<file path="src/rtl/e203_exu_bjp_resolver_pkg.sv">
// Shared types and widths for the EXU branch/jump resolver slice.
package e203_exu_bjp_resolver_pkg;

    // Core PC width; every PC-carrying port in the slice is sized from this.
    localparam int unsigned E203_PC_SIZE = 32;

    // Flush interface toward the IFU: request bit plus restart PC.
    localparam int unsigned E203_FLUSH_W = E203_PC_SIZE + 1;

    typedef enum logic {
        BJP_IDLE = 1'b0,
        BJP_REQ  = 1'b1
    } bjp_state_e;

endpackage

</file>
<file path="src/rtl/e203_exu_bjp_resolver_sat_cnt.sv">
// Saturating up-counter with synchronous clear, used for performance CSRs.
module e203_sat_cnt #(
    parameter int unsigned CNT_W = 32
) (
    input  logic             clk,
    input  logic             rst,
    input  logic             inc,
    input  logic             clr,
    output logic [CNT_W-1:0] cnt
);

    // Clear beats a same-cycle increment; the count sticks at all-ones.
    always_ff @(posedge clk) begin
        if (rst) begin
            cnt <= '0;
        end else if (clr) begin
            cnt <= '0;
        end else if (inc && (cnt != '1)) begin
            cnt <= cnt + 1'b1;
        end
    end

endmodule

</file>
<file path="src/rtl/e203_exu_bjp_resolver.sv">
// Resolves IFU-predicted branches at commit and requests an IFU flush on mispredict.
module e203_exu_bjp_resolver
    import e203_exu_bjp_resolver_pkg::*;
#(
    parameter int unsigned PC_SIZE = E203_PC_SIZE,
    parameter int unsigned CNT_W   = 32
) (
    input  logic               clk,
    input  logic               rst,
    input  logic               cmt_bjp_valid,
    output logic               cmt_bjp_ready,
    input  logic [PC_SIZE-1:0] cmt_bjp_pc,
    input  logic               cmt_bjp_len2,
    input  logic               cmt_bjp_prdt,
    input  logic               cmt_bjp_rslv,
    input  logic [PC_SIZE-1:0] cmt_bjp_tgt,
    output logic               flush_req,
    output logic [PC_SIZE-1:0] flush_pc,
    input  logic               flush_ack,
    input  logic               flush_kill,
    input  logic               cnt_clr,
    output logic [CNT_W-1:0]   brch_cnt,
    output logic [CNT_W-1:0]   mis_cnt
);

    bjp_state_e         state;
    logic               acc;
    logic               mis;
    logic [PC_SIZE-1:0] seq_pc;
    logic [PC_SIZE-1:0] nxt_pc;

    // Branches are only taken while no flush is outstanding.
    assign cmt_bjp_ready = (state == BJP_IDLE);
    assign acc           = cmt_bjp_valid & cmt_bjp_ready;
    assign mis           = acc & (cmt_bjp_prdt ^ cmt_bjp_rslv);

    // Restart PC: resolved target if taken, else fall-through (wraps modulo 2^PC_SIZE).
    always_comb begin
        seq_pc = cmt_bjp_pc + (cmt_bjp_len2 ? PC_SIZE'(2) : PC_SIZE'(4));
        nxt_pc = cmt_bjp_rslv ? cmt_bjp_tgt : seq_pc;
    end

    // Flush FSM; flush_req is a flop so ack/kill never reach it combinationally.
    always_ff @(posedge clk) begin
        if (rst) begin
            state     <= BJP_IDLE;
            flush_req <= 1'b0;
            flush_pc  <= '0;
        end else begin
            case (state)
                BJP_IDLE: begin
                    if (mis && !flush_kill) begin
                        state     <= BJP_REQ;
                        flush_req <= 1'b1;
                        flush_pc  <= {nxt_pc[PC_SIZE-1:1], 1'b0};
                    end
                end
                BJP_REQ: begin
                    // Kill and ack both retire the request; flush_pc stays frozen.
                    if (flush_kill || flush_ack) begin
                        state     <= BJP_IDLE;
                        flush_req <= 1'b0;
                    end
                end
                default: begin
                    state     <= BJP_IDLE;
                    flush_req <= 1'b0;
                end
            endcase
        end
    end

    e203_sat_cnt #(.CNT_W(CNT_W)) u_brch_cnt (
        .clk (clk),
        .rst (rst),
        .inc (acc),
        .clr (cnt_clr),
        .cnt (brch_cnt)
    );

    e203_sat_cnt #(.CNT_W(CNT_W)) u_mis_cnt (
        .clk (clk),
        .rst (rst),
        .inc (mis),
        .clr (cnt_clr),
        .cnt (mis_cnt)
    );

endmodule

</file>
<file path="config.mk">
export PLATFORM = sky130hd
export DESIGN_NAME = e203_exu_bjp_resolver
export DESIGN_NICKNAME = d
export VERILOG_FILES = /design/src/rtl/e203_exu_bjp_resolver_pkg.sv /design/src/rtl/e203_exu_bjp_resolver_sat_cnt.sv /design/src/rtl/e203_exu_bjp_resolver.sv
export SDC_FILE = /design/constraint.sdc
export NUM_CORES = 1
export LEC_CHECK = 0
export CAP_MARGIN = 20
export CORE_UTILIZATION = 40
export CTS_BUF_LIST = sky130_fd_sc_hd__clkbuf_16
export CTS_CLUSTER_SIZE = 14
export DETAILED_ROUTE_END_ITERATION = 6
export GPL_TIMING_DRIVEN = 0
export PLACE_DENSITY = 0.7
export SYNTH_ARGS = -nofsm -noshare
export SYNTH_HDL_FRONTEND = slang
export SYNTH_SLANG_ARGS = --single-unit
</file>
<file path="constraint.sdc">
create_clock -name clk -period 4.3 [get_ports clk]
set_input_delay 0.86 -clock clk [delete_from_list [all_inputs] [get_ports clk]]
set_output_delay 0.86 -clock clk [all_outputs]
set_load 0.02 [all_outputs]
</file>
* Word level (Yosys, flattened, before mapping)
Cells that the tools add are included.
Widths: inputs -> output; s select.
** Operators by class
- Add/subtract/negate cells :: 3
- Eq/ne operators :: 4
- Multiplexer cells :: 8
- Bitwise logic cells :: 4
- Reductions and logical operators :: 8
** Operator list (number)
- $add 32x1->32 const B :: 2
- $ne 32x32->1 const B :: 2
- $add 32x3->32 :: 1
- $mux 32 :: 1
- $mux 1 :: 4
- $ne 2x1->1 const B :: 2
- $pmux 1 s2 :: 2
- $reduce_and 2->1 :: 2
- $logic_and 1x1->1 :: 3
- $mux 3 :: 1
- $and 1x1->1 :: 2
- $reduce_or 2->1 :: 1
- $logic_not 1->1 :: 1
- $logic_or 1x1->1 :: 1
- $not 1->1 :: 1
- $xor 1x1->1 :: 1
** Storage, ports and cells
- Register bits :: 97
- Input port bits :: 73
- Output and inout port bits :: 98
- Logic and storage cells :: 32

* Depth between registers and ports, before layout
Gate-level depths: netlist (run 1).
- Depth in word-level cells :: 6
- Mapped depth :: 8
- Mapped depth without buffers :: 8

* Cells and area by module
Synthesis (run 1) repeated with hierarchy kept, for this count alone.
** Unflattened totals
- Cell total of the unflattened synthesis :: 709
- Area, all modules :: 5651.7 um^2
** Modules (own cells, without submodules)
- e203_sat_cnt :: instances 2, cells each 198, area an instance 1620.3 um^2, seq. area each 640.6 um^2
- e203_exu_bjp_resolver :: instances 1, cells each 313, area an instance 2411.1 um^2, seq. area each 660.6 um^2

* Least setup slack after synthesis (run 1)
OpenSTA, ideal clock, no wires.
- Path kind :: input -> register
- Start point :: input cmt_bjp_pc[1]
- End point :: register flush_pc[15]
- Library setup time :: 132 ps
- Arrival time :: 2506 ps
- Data required time :: 4168 ps
- Path slack :: 1662 ps
- Cell stages on the path :: 8
- Path buffers :: 1
- Cell sequence :: ha_1 > inv_1 > fa_1 > nor4_1 > buf_2 > a21oi_1 > o311ai_0 > a21oi_1
** On the way
- Word-level cells in the longest chain between the ends :: 2
** Ends and longest elaborated chain
- start, declared :: line e203_exu_bjp_resolver.sv:12 : input logic [PC_SIZE-1:0] cmt_bjp_pc,
- $add 32x3->32 :: line e203_exu_bjp_resolver.sv:39 : seq_pc = cmt_bjp_pc + (cmt_bjp_len2 ? PC_SIZE'(2) : PC_SIZE'(4));
- $mux 32 :: line e203_exu_bjp_resolver.sv:40 : nxt_pc = cmt_bjp_rslv ? cmt_bjp_tgt : seq_pc;
- end signal, assigned :: line e203_exu_bjp_resolver.sv:55 : flush_pc <= {nxt_pc[PC_SIZE-1:1], 1'b0};
- end, declared :: line e203_exu_bjp_resolver.sv:18 : output logic [PC_SIZE-1:0] flush_pc,
Every way passes these cells.
A chain may end at the register's enable or synchronous reset.

* Final worst setup path (run 1)
- Start point :: input cmt_bjp_len2
- End point :: register flush_pc[15]
** On the way
- Word-level cells in the longest chain between the ends :: 3
** Ends and longest elaborated chain
- start, declared :: line e203_exu_bjp_resolver.sv:13 : input logic cmt_bjp_len2,
- $mux 3 :: line e203_exu_bjp_resolver.sv:39
- $add 32x3->32 :: line e203_exu_bjp_resolver.sv:39
- $mux 32 :: line e203_exu_bjp_resolver.sv:40
Every way passes these cells.

==> results of run 1 <==
[state kept, by name, summed over array words and instances (netlist names)]
register	cells
u_brch_cnt.cnt	32
flush_pc	31
state	1
u_mis_cnt.cnt	32
flush_req	1
[per-layer routing]
layer,wire length (microns),share of wire (%)
met1,7830,43
met2,8460,47
met3,1440,7.9
met4,432,2.4
met5,12,0.066
[tightest hold or removal path: stages (launching register included)]
cell     delay, ps
dfxtp_1        310
nand2_1         50
a21oi_1         50
[cell usage after synthesis, types with 4 or more instances]
master and n:
nor2b_1 4, nor4_1 13, o22ai_1 5, mux2i_1 5, xor2_1 21, and4_1 10
or2_2 8, a31oi_1 15, dfxtp_1 97, buf_2 9, or3_1 34, nand4_1 25
or4_1 15, o21ai_1 5, a21oi_1 64, xnor2_1 10, a211oi_1 6, o211ai_1 12
clkbuf_1 22, nand2_1 62, inv_1 17, nor2_1 34, nand2b_1 12, ha_1 4
and3_1 19, nand3_1 47, o21ai_0 38, nor3_1 16, o31ai_1 12
[where the power goes]
part	internal (mW)	switching (mW)
Combinational	0.124	0.142
Clock	0.452	0.373
Sequential	0.913	0.0108
Total	1.49	0.526
[cells by family after synthesis]
| kind of cell | Yosys count | share of synthesized area [%] |
|---|---|---|
| other | 1 | 0.0675 |
| flip-flops | 97 | 34.9 |
| multiplexers | 7 | 1.31 |
| AO/OA/AOI/OAI | 177 | 19.6 |
| AND/OR/NAND/NOR | 325 | 33.9 |
| XOR/XNOR | 31 | 4.88 |
| buffers and inverters | 52 | 3.98 |
| adder cells (fa/ha/maj) | 5 | 1.26 |
[path summary, 6_finish.rpt]
kind,from,endpoint,cells after the start
min,flush_pc[15],flush_pc[15],2
max reg2reg,state,flush_pc[15],6
min reg2reg,flush_pc[15],flush_pc[15],2
max,cmt_bjp_len2,flush_pc[15],9
[area by class of cell]
| type | instances | area (sq um) | share of cell area (%) |
|---|---|---|---|
| well taps | 176 | 220 | 2.85 |
| multi-input cells | 546 | 3400 | 43.9 |
| flip-flops and latches | 97 | 1940 | 25.1 |
| inverters | 17 | 63.8 | 0.825 |
| plain buffers | 35 | 158 | 2.04 |
| repair buffers | 166 | 1660 | 21.5 |
| clock buffers | 9 | 225 | 2.91 |
| clock inverters | 7 | 71.3 | 0.922 |
[stage by stage]
step	instance area (sq um)	hold WS, ps	utilization [%]	worst slack (ps)	cells
2_1_floorplan	5560	525	-	1660	695
3_3_place_gp	7440	446	55.5	765	1037
3_5_place_dp	7440	449	55.5	719	1037
4_1_cts	7740	459	57.7	1080	1053
5_1_grt	7740	481	57.7	885	1053
6_report	7740	456	57.7	1070	1053
[cell usage in the layout, fill, tap and decap left out, drive strengths merged, types with 4 or more instances in the layout]
| cell | n |
|---|---|
| nand3 | 48 |
| and4 | 10 |
| or4 | 16 |
| clkbuf | 31 |
| nor2b | 4 |
| a31oi | 15 |
| xnor2 | 10 |
| or3 | 35 |
| o22ai | 5 |
| a211oi | 6 |
| clkdlybuf4s50 | 166 |
| and3 | 19 |
| nand2b | 12 |
| dfxtp | 97 |
| mux2i | 5 |
| o31ai | 14 |
| nor2 | 35 |
| nor4 | 18 |
| nand2 | 63 |
| inv | 19 |
| or2 | 8 |
| buf | 13 |
| nor3 | 20 |
| o21ai | 43 |
| a21oi | 64 |
| ha | 4 |
| xor2 | 21 |
| o211ai | 12 |
| nand4 | 27 |
==> flow_summary.ini, run 1 <==
[sta]
fin_setup_tns_ps = 0
drv_slew = 0
slew_headroom_pct = 31.9
fin_worst_skew_ps = 11.4
max_freq_mhz = 310
setup_violations = 0
fin_crit_sh_pct = 75.1
finalCriticalPeriod_ps = 3230
tightestPinTransition_ps = 1010
rsz0062_at_grt = false
finalHoldViolations = 0

[drt]
ant_nets = 0
wl_per_cell_microns = 17.3
drt-initial-drc-count = 531
firstDrtPassIters = 7
wirelength_microns = 18200
via_per_inst = 5.82
drc_errors = 1
vias = 6130

[flow_run]
cap_viol_max_count = 0

[logic_synthesis]
ys.flop_type = dfxtp_1
syn_area_sq_um = 5560
synth-async-reset-ratio_pct = 0
yosysTopAreaCell = dfxtp_1
synth_nets = 773
yosysWarnings = 0
synth_edf_count = 0
ys_seq_area_share_pct = 34.9
ys_top_cells_by_area = dfxtp_1 35%, a21oi_1 5.8%, nand3_1 4.2%
yosys.area.top_type_share_pct = 34.9
yosys.cell_types.count = 61
syn_area_per_cell_sq_um = 8.00
ys_seq_elements = 97
synth_cells = 695

[worst_setup_path]
cp_slowest_stage_delay_ps = 530
crit_type = in -> reg
end_kind = flip-flop
cpMostUsedCell = a21oi_1
start_kind = input port
cp.arrival_ps = 3450
r2r_setup_slack_ps = 1790
worstPathMaxFanout = 10
crit_family = buffers and inverters
crit_required_ps = 4520
crit_slowest_cell = clkdlybuf4s50_1
path_buf_inv = 3
crit_chain = clkdlybuf4s50_1 -> ha_1 -> inv_1 -> fa_1 -> nor4_1 -> buf_2 -> a21oi_1 -> o311ai_0 -> a21oi_1

[cts]
h-tree-depth = 3
cts_setup_buffers = 0
holdBufCountCts = 0
cts_buffers = 9
clockRootBuffer = clkbuf_16
cts_num_sinks = 97
clk_pin_slew_ps = 70
cts_tree = done
clockBufferDepth = 2
clkLatencyLatePin_ps = 350
cts_resized = 0

[die]
start_util_pct = 41.5
die_h_microns = 120
dieArea_sq_um = 14400
fp-row-count = 42
io_pins = 171
core-area_sq_um = 13400
chipWidth_microns = 120

[power]
p_leak_nw = 2.47
power_mw = 2.01
ir_worst_vdd_mv = 0.194
powerDensity_nw_per_um2 = 260

[place]
gp_congestion = 0.908
port_buffers = 166
dp_hpwl_microns = 13800

[global_routing]
grt_pass1_wl_microns = 29700
met2_usage_pct = 42.4
antenna_found_initial = 1
grt_util_all_layers_pct = 26.0
gr-usage-met1_pct = 32.9
grt_util_met3_pct = 5.94
grt_max_degree = 17
gr-total-overflow = 0
busiest_layer = met2
grt_pass1_vias = 5950

[status]
status = complete, but fails checks
failed_checks = design-rule violations

[layout]
drive_gt1_share_pct = 6.27
antenna_cells = 0
final_nets = 950
nFillCells = 1230
area_delta_synth_final_pct = 39.2

[min_path]
hold_class = reg -> reg
No activity file was read; power rests on OpenSTA's default activity.
==> run 2, diff against run 1 <==
--- a/config.mk
+++ b/config.mk
@@ -11,7 +11,7 @@
 export CTS_CLUSTER_SIZE = 14
 export DETAILED_ROUTE_END_ITERATION = 6
 export GPL_TIMING_DRIVEN = 0
-export PLACE_DENSITY = 0.7
+export PLACE_DENSITY = 0.73
 export SYNTH_ARGS = -nofsm -noshare
 export SYNTH_HDL_FRONTEND = slang
 export SYNTH_SLANG_ARGS = --single-unit
==> constraint.sdc (replaced) <==
create_clock -name clk -period 2.9 [get_ports clk]
set_input_delay 0.58 -clock clk [delete_from_list [all_inputs] [get_ports clk]]
set_output_delay 0.58 -clock clk [all_outputs]
set_load 0.02 [all_outputs]
==> run 2 against run 1 <==
The flow now finishes without violations. Clock power increased by 52%. Sequential power up 48%. Count of clock-buffer cells in the layout did not move. Cell area is 0.60% higher. Flip-flop and latch count unchanged. Die area stayed put. Critical endpoint unchanged. Final cell count barely moved. Hold slack about the same. Core utilization increased by 0.35 points. Combinational power rose by 49%. Clock skew barely moved. Routed wire length fell by 3.6%.
==> flow_summary.ini, run 2 (same netlist as run 1, synthesis figures left out) <==
[die]
io_pins = 171
dieArea_sq_um = 14400
fp-row-count = 42
die_h_microns = 120
core-area_sq_um = 13400
chipWidth_microns = 120
start_util_pct = 41.5

[power]
clockPowerShare_pct = 41.4
p_leak_nw = 2.49
p_sw_share_pct = 26.4
powerDensity_nw_per_um2 = 387
internal_power_mw = 2.22
pwr-share-seq_pct = 45.5
p_switching_mw = 0.795
ir_worst_vdd_mv = 0.350
pwr-share-comb_pct = 13.2

[sta]
fin_hold_ws_ps = 456
drv_slew = 0
finalHoldViolations = 0
max_freq_mhz = 366
tightestPinTransition_ps = 688
rsz0062_at_grt = false
slew_headroom_pct = 53.8
finalCriticalPeriod_ps = 2740
fin_crit_sh_pct = 94.3
setup_violations = 0
fin_worst_skew_ps = 11.3

[layout]
area_delta_synth_final_pct = 40.0
final_nets = 951
nFillCells = 1242
fin_util_pct = 58.1
layout_commonest_cell = clkdlybuf4s50_1
fin_cells = 1054
reg.largest.list = u_brch_cnt.cnt: 32 flops, u_mis_cnt.cnt: 32 flops, flush_pc: 31 flops
antenna_cells = 0
drive_gt1_share_pct = 6.83
final_cell_mix = 166 x clkdlybuf4s50_1, 97 x dfxtp_1, 64 x a21oi_1

[drt]
wl_per_cell_microns = 16.6
vias = 6119
ant_nets = 0
firstDrtPassIters = 5
drc_errors = 0
drt-initial-drc-count = 514
wirelength_microns = 17500
via_per_inst = 5.81

[status]
status = completed

[cts]
clk_pin_slew_ps = 70
clockRootBuffer = clkbuf_16
cts_num_sinks = 97
cts_tree = done
clockBufferDepth = 2
h-tree-depth = 3
holdBufCountCts = 0
cts_buffers = 9
clkLatencyLatePin_ps = 360

[worst_setup_path]
crit_required_ps = 3120
critPathLaunch = cmt_bjp_len2
worstPathMaxFanout = 10
r2r_setup_slack_ps = 450
worstRegToRegCells = 8
r2r_end = u_mis_cnt.cnt[2]
end_kind = flip-flop
cp.arrival_ps = 2960
r2r-start = u_mis_cnt.cnt[0]
crit_type = in -> reg
start_kind = input port

[min_path]
hold_depth = 2
whs_endpoint = flush_pc[12]
hold_class = reg -> reg
min_from = flush_pc[12]

[place]
port_buffers = 166
dp_hpwl_microns = 13100
dp_cells = 1037
gp_congestion = 0.928

[global_routing]
gr-total-overflow = 0
grt_util_all_layers_pct = 24.8
grt_pass1_wl_microns = 28000
grt_pass1_vias = 5550
grt_max_degree = 18
antenna_found_initial = 0

[flow_run]
cap_viol_max_count = 0
[run 2: cell count changes in the layout (fill, tap and decap cells not counted)]
cell	previous run	this run
xnor2_1	10	9
clkbuf_4	0	1
buf_2	9	8
xnor2_2	0	1
inv_8	0	1
fa_1	1	0
nor3_4	1	2
inv_1	18	17
clkbuf_2	0	1
nor4_4	2	3
nor3_2	3	2
nor4_1	13	12
fa_2	0	1
[run 2: worst max-delay path by stage]
stage | endpoint | slack [ps] | cells after the start
floorplan | flush_pc[15] | 540 | 8
CTS | flush_pc[15] | 10 | 9
global placement | flush_pc[15] | -330 | 9
detailed placement | flush_pc[15] | -350 | 9
global route | flush_pc[15] | 30 | 9
finish | flush_pc[15] | 160 | 9
[run 2: metrics by stage]
stage	area (sq um)	worst slack (ps)	total power, mW	setup TNS (ps)
after global routing	7780	30.4	3.13	0
final	7780	165	3.01	0
after global placement	7440	-330	1.79	-5850
after floorplan	5560	542	1.57	0
after detailed placement	7440	-345	1.79	-6590
after CTS	7740	13.3	3.03	0
[run 2: layer usage]
metal | routed length, microns | global-route usage [%] | share of wire (%)
met1 | 7660 | 31.5 | 44
met2 | 7990 | 39.7 | 46
met3 | 1470 | 7.32 | 8.4
met4 | 405 | 8.67 | 2.3
met5 | 0 | 0 | 0
[run 2: layout make-up]
cell class	instances	area, sq um	area share, %
well taps	176	220	2.83
clock inverters	7	78.8	1.01
clock buffers	9	225	2.89
inverters	17	63.8	0.820
plain buffers	35	160	2.06
repair buffers	167	1670	21.4
flip-flops and latches	97	1940	24.9
multi-input cells	546	3430	44.0
[run 2: what timing repair did]
item,CTS,global route
resized for setup,0,6
endpoints found under the setup margin,0,21
setup buffers,0,0
[run 2: worst max-delay path: stages]
cell and delay, ps:
clkdlybuf4s50_1 550, ha_1 200, inv_1 60, fa_2 420
nor4_4 340, clkbuf_4 270, a21oi_1 80, o311ai_0 340
a21oi_1 110
[run 2: power groups by stage]
| stage | registers [mW] | clock network, mW | logic (mW) |
|---|---|---|---|
| floorplan | 1.42 | 0 | 0.147 |
| global placement | 1.40 | 0 | 0.387 |
| detailed placement | 1.40 | 0 | 0.389 |
| CTS | 1.37 | 1.27 | 0.391 |
| global route | 1.37 | 1.33 | 0.426 |
| finish | 1.37 | 1.25 | 0.396 |
==> run 3, diff against run 2 <==
--- a/config.mk
+++ b/config.mk
@@ -6,12 +6,12 @@
 export NUM_CORES = 1
 export LEC_CHECK = 0
 export CAP_MARGIN = 20
-export CORE_UTILIZATION = 40
+export CORE_UTILIZATION = 43
 export CTS_BUF_LIST = sky130_fd_sc_hd__clkbuf_16
 export CTS_CLUSTER_SIZE = 14
 export DETAILED_ROUTE_END_ITERATION = 6
 export GPL_TIMING_DRIVEN = 0
-export PLACE_DENSITY = 0.73
+export PLACE_DENSITY = 0.77
 export SYNTH_ARGS = -nofsm -noshare
 export SYNTH_HDL_FRONTEND = slang
 export SYNTH_SLANG_ARGS = --single-unit
==> run 3 against run 2 <==
Critical path depth stayed put. Global-route usage is 2.4 points higher. Worst setup slack worse by 23 ps. Critical endpoint unchanged. Largest cell class unchanged. Highest routed layer unchanged.
==> flow_summary.ini, run 3 (same netlist as run 1, synthesis figures left out) <==
[cts]
cts_tree = done
cts_setup_buffers = 0
clockRootBuffer = clkbuf_16
cts_num_sinks = 97
clk_pin_slew_ps = 70
clkLatencyLatePin_ps = 350
clockBufferDepth = 2
cts_buffers = 9
h-tree-depth = 3

[sta]
rsz0062_at_grt = false
drv_slew = 0
max_freq_mhz = 363
finalCriticalPeriod_ps = 2760
tightestPinTransition_ps = 1010
fin_crit_sh_pct = 95.1
finalHoldViolations = 0
setup_violations = 0
fin_setup_tns_ps = 0
slew_headroom_pct = 32.0
fin_worst_skew_ps = 5.76

[layout]
final_nets = 950
fin_util_pct = 62.1
antenna_cells = 0
multi_input_area_sq_um = 3430
reg.largest.list = u_brch_cnt.cnt: 32 flops, u_mis_cnt.cnt: 32 flops, flush_pc: 31 flops
fin_cells = 1049
area_delta_synth_final_pct = 40.9
nFillCells = 1097
ff_latch_area_sq_um = 1940
drive_gt1_share_pct = 6.73
layout_commonest_cell = clkdlybuf4s50_1
final_cell_mix = 166 x clkdlybuf4s50_1, 97 x dfxtp_1, 64 x a21oi_1
fin_area_sq_um = 7830

[power]
p_leak_nw = 2.51
powerDensity_nw_per_um2 = 412
ir_worst_vdd_mv = 0.315

[worst_setup_path]
worstPathMaxFanout = 10
end_kind = flip-flop
crit_required_ps = 3120
r2r_setup_slack_ps = 440
cp.arrival_ps = 2980
start_kind = input port
r2r-start = u_mis_cnt.cnt[0]
r2r_end = u_mis_cnt.cnt[2]
worstRegToRegCells = 8
crit_type = in -> reg

[drt]
wl_per_cell_microns = 16.7
ant_nets = 0
drt-initial-drc-count = 478
vias = 6184
via_per_inst = 5.90
firstDrtPassIters = 5
wirelength_microns = 17600
drc_errors = 0

[die]
fp-row-count = 41
start_util_pct = 44.1
chipWidth_microns = 116
die_h_microns = 116
dieArea_sq_um = 13400
core-area_sq_um = 12600
io_pins = 171

[global_routing]
grt_pass1_vias = 5681
grt_util_all_layers_pct = 27.2
busiest_layer = met2
grt_pass1_wl_microns = 28500
grt_max_degree = 16
gr-usage-met1_pct = 35.8
gr-total-overflow = 0
grt_util_met3_pct = 4.76
antenna_found_initial = 0
met2_usage_pct = 43.9

[place]
dp_cells = 1033
port_buffers = 166
gp_congestion = 0.917
place_area_sq_um = 7440
dp_hpwl_microns = 13100

[min_path]
min_from = flush_pc[9]
whs_endpoint = flush_pc[9]
hold_depth = 2
hold_class = reg -> reg

[flow_run]
cap_viol_max_count = 0

[status]
status = completed
## run 3: repair_timing
action | CTS | global route
hold buffers | 0 | 0
gates resized for setup | 1 | 6
endpoints found under the setup margin | 1 | 17
gates cloned | 0 | 0
## run 3: critical path: stages
cell,delay (ps)
clkdlybuf4s50_1,530
ha_1,180
inv_1,50
fa_1,490
nor4_2,350
clkbuf_4,280
a21oi_1,100
o311ai_2,290
a21oi_1,120
## run 3: stage by stage
| stage | power, mW | setup WS [ps] | hold slack [ps] |
|---|---|---|---|
| after global routing | 3.33 | 41.4 | 473 |
| after floorplan | 1.57 | 542 | 525 |
| after global placement | 1.79 | -421 | 442 |
| after CTS | 3.24 | 67.0 | 456 |
| after detailed placement | 1.79 | -405 | 449 |
| final | 3.23 | 142 | 459 |
## run 3: cell type report
cell class / count / area share (%)
Clock inverter: 7 / 1.73
Inverter: 17 / 0.815
Multi-Input combinational cell: 546 / 43.8
Sequential cell: 97 / 24.8
Clock buffer: 9 / 2.88
Buffer: 35 / 2.04
Timing Repair Buffer: 166 / 21.2
Tap cell: 172 / 2.75
## run 3: per-layer routing
metal	vias to the layer above	wire length [microns]	share of wire, %
li1	2977	-	-
met3	29	1300	7.4
met4	0	410	2.3
met2	265	8130	46
met1	2913	7710	44
met5	-	0	0
## run 3: how the worst max path moves through the flow
stage                  startpoint      endpoint  slack [ps]  cells past startpoint
detailed placement   cmt_bjp_len2  flush_pc[15]        -400                      9
global placement     cmt_bjp_len2  flush_pc[15]        -420                      9
global route         cmt_bjp_len2  flush_pc[15]          40                      9
CTS                  cmt_bjp_len2  flush_pc[15]          70                      9
floorplan           cmt_bjp_pc[1]  flush_pc[15]         540                      8
finish               cmt_bjp_len2  flush_pc[15]         140                      9
## run 3: power breakdown
part	total [mW]	leakage, nW	switching, mW	internal [mW]
sequential	1.37	0.784	0.0161	1.35
combinational	0.398	1.55	0.213	0.185
clock	1.46	0.178	0.532	0.925
total	3.23	2.51	0.762	2.46
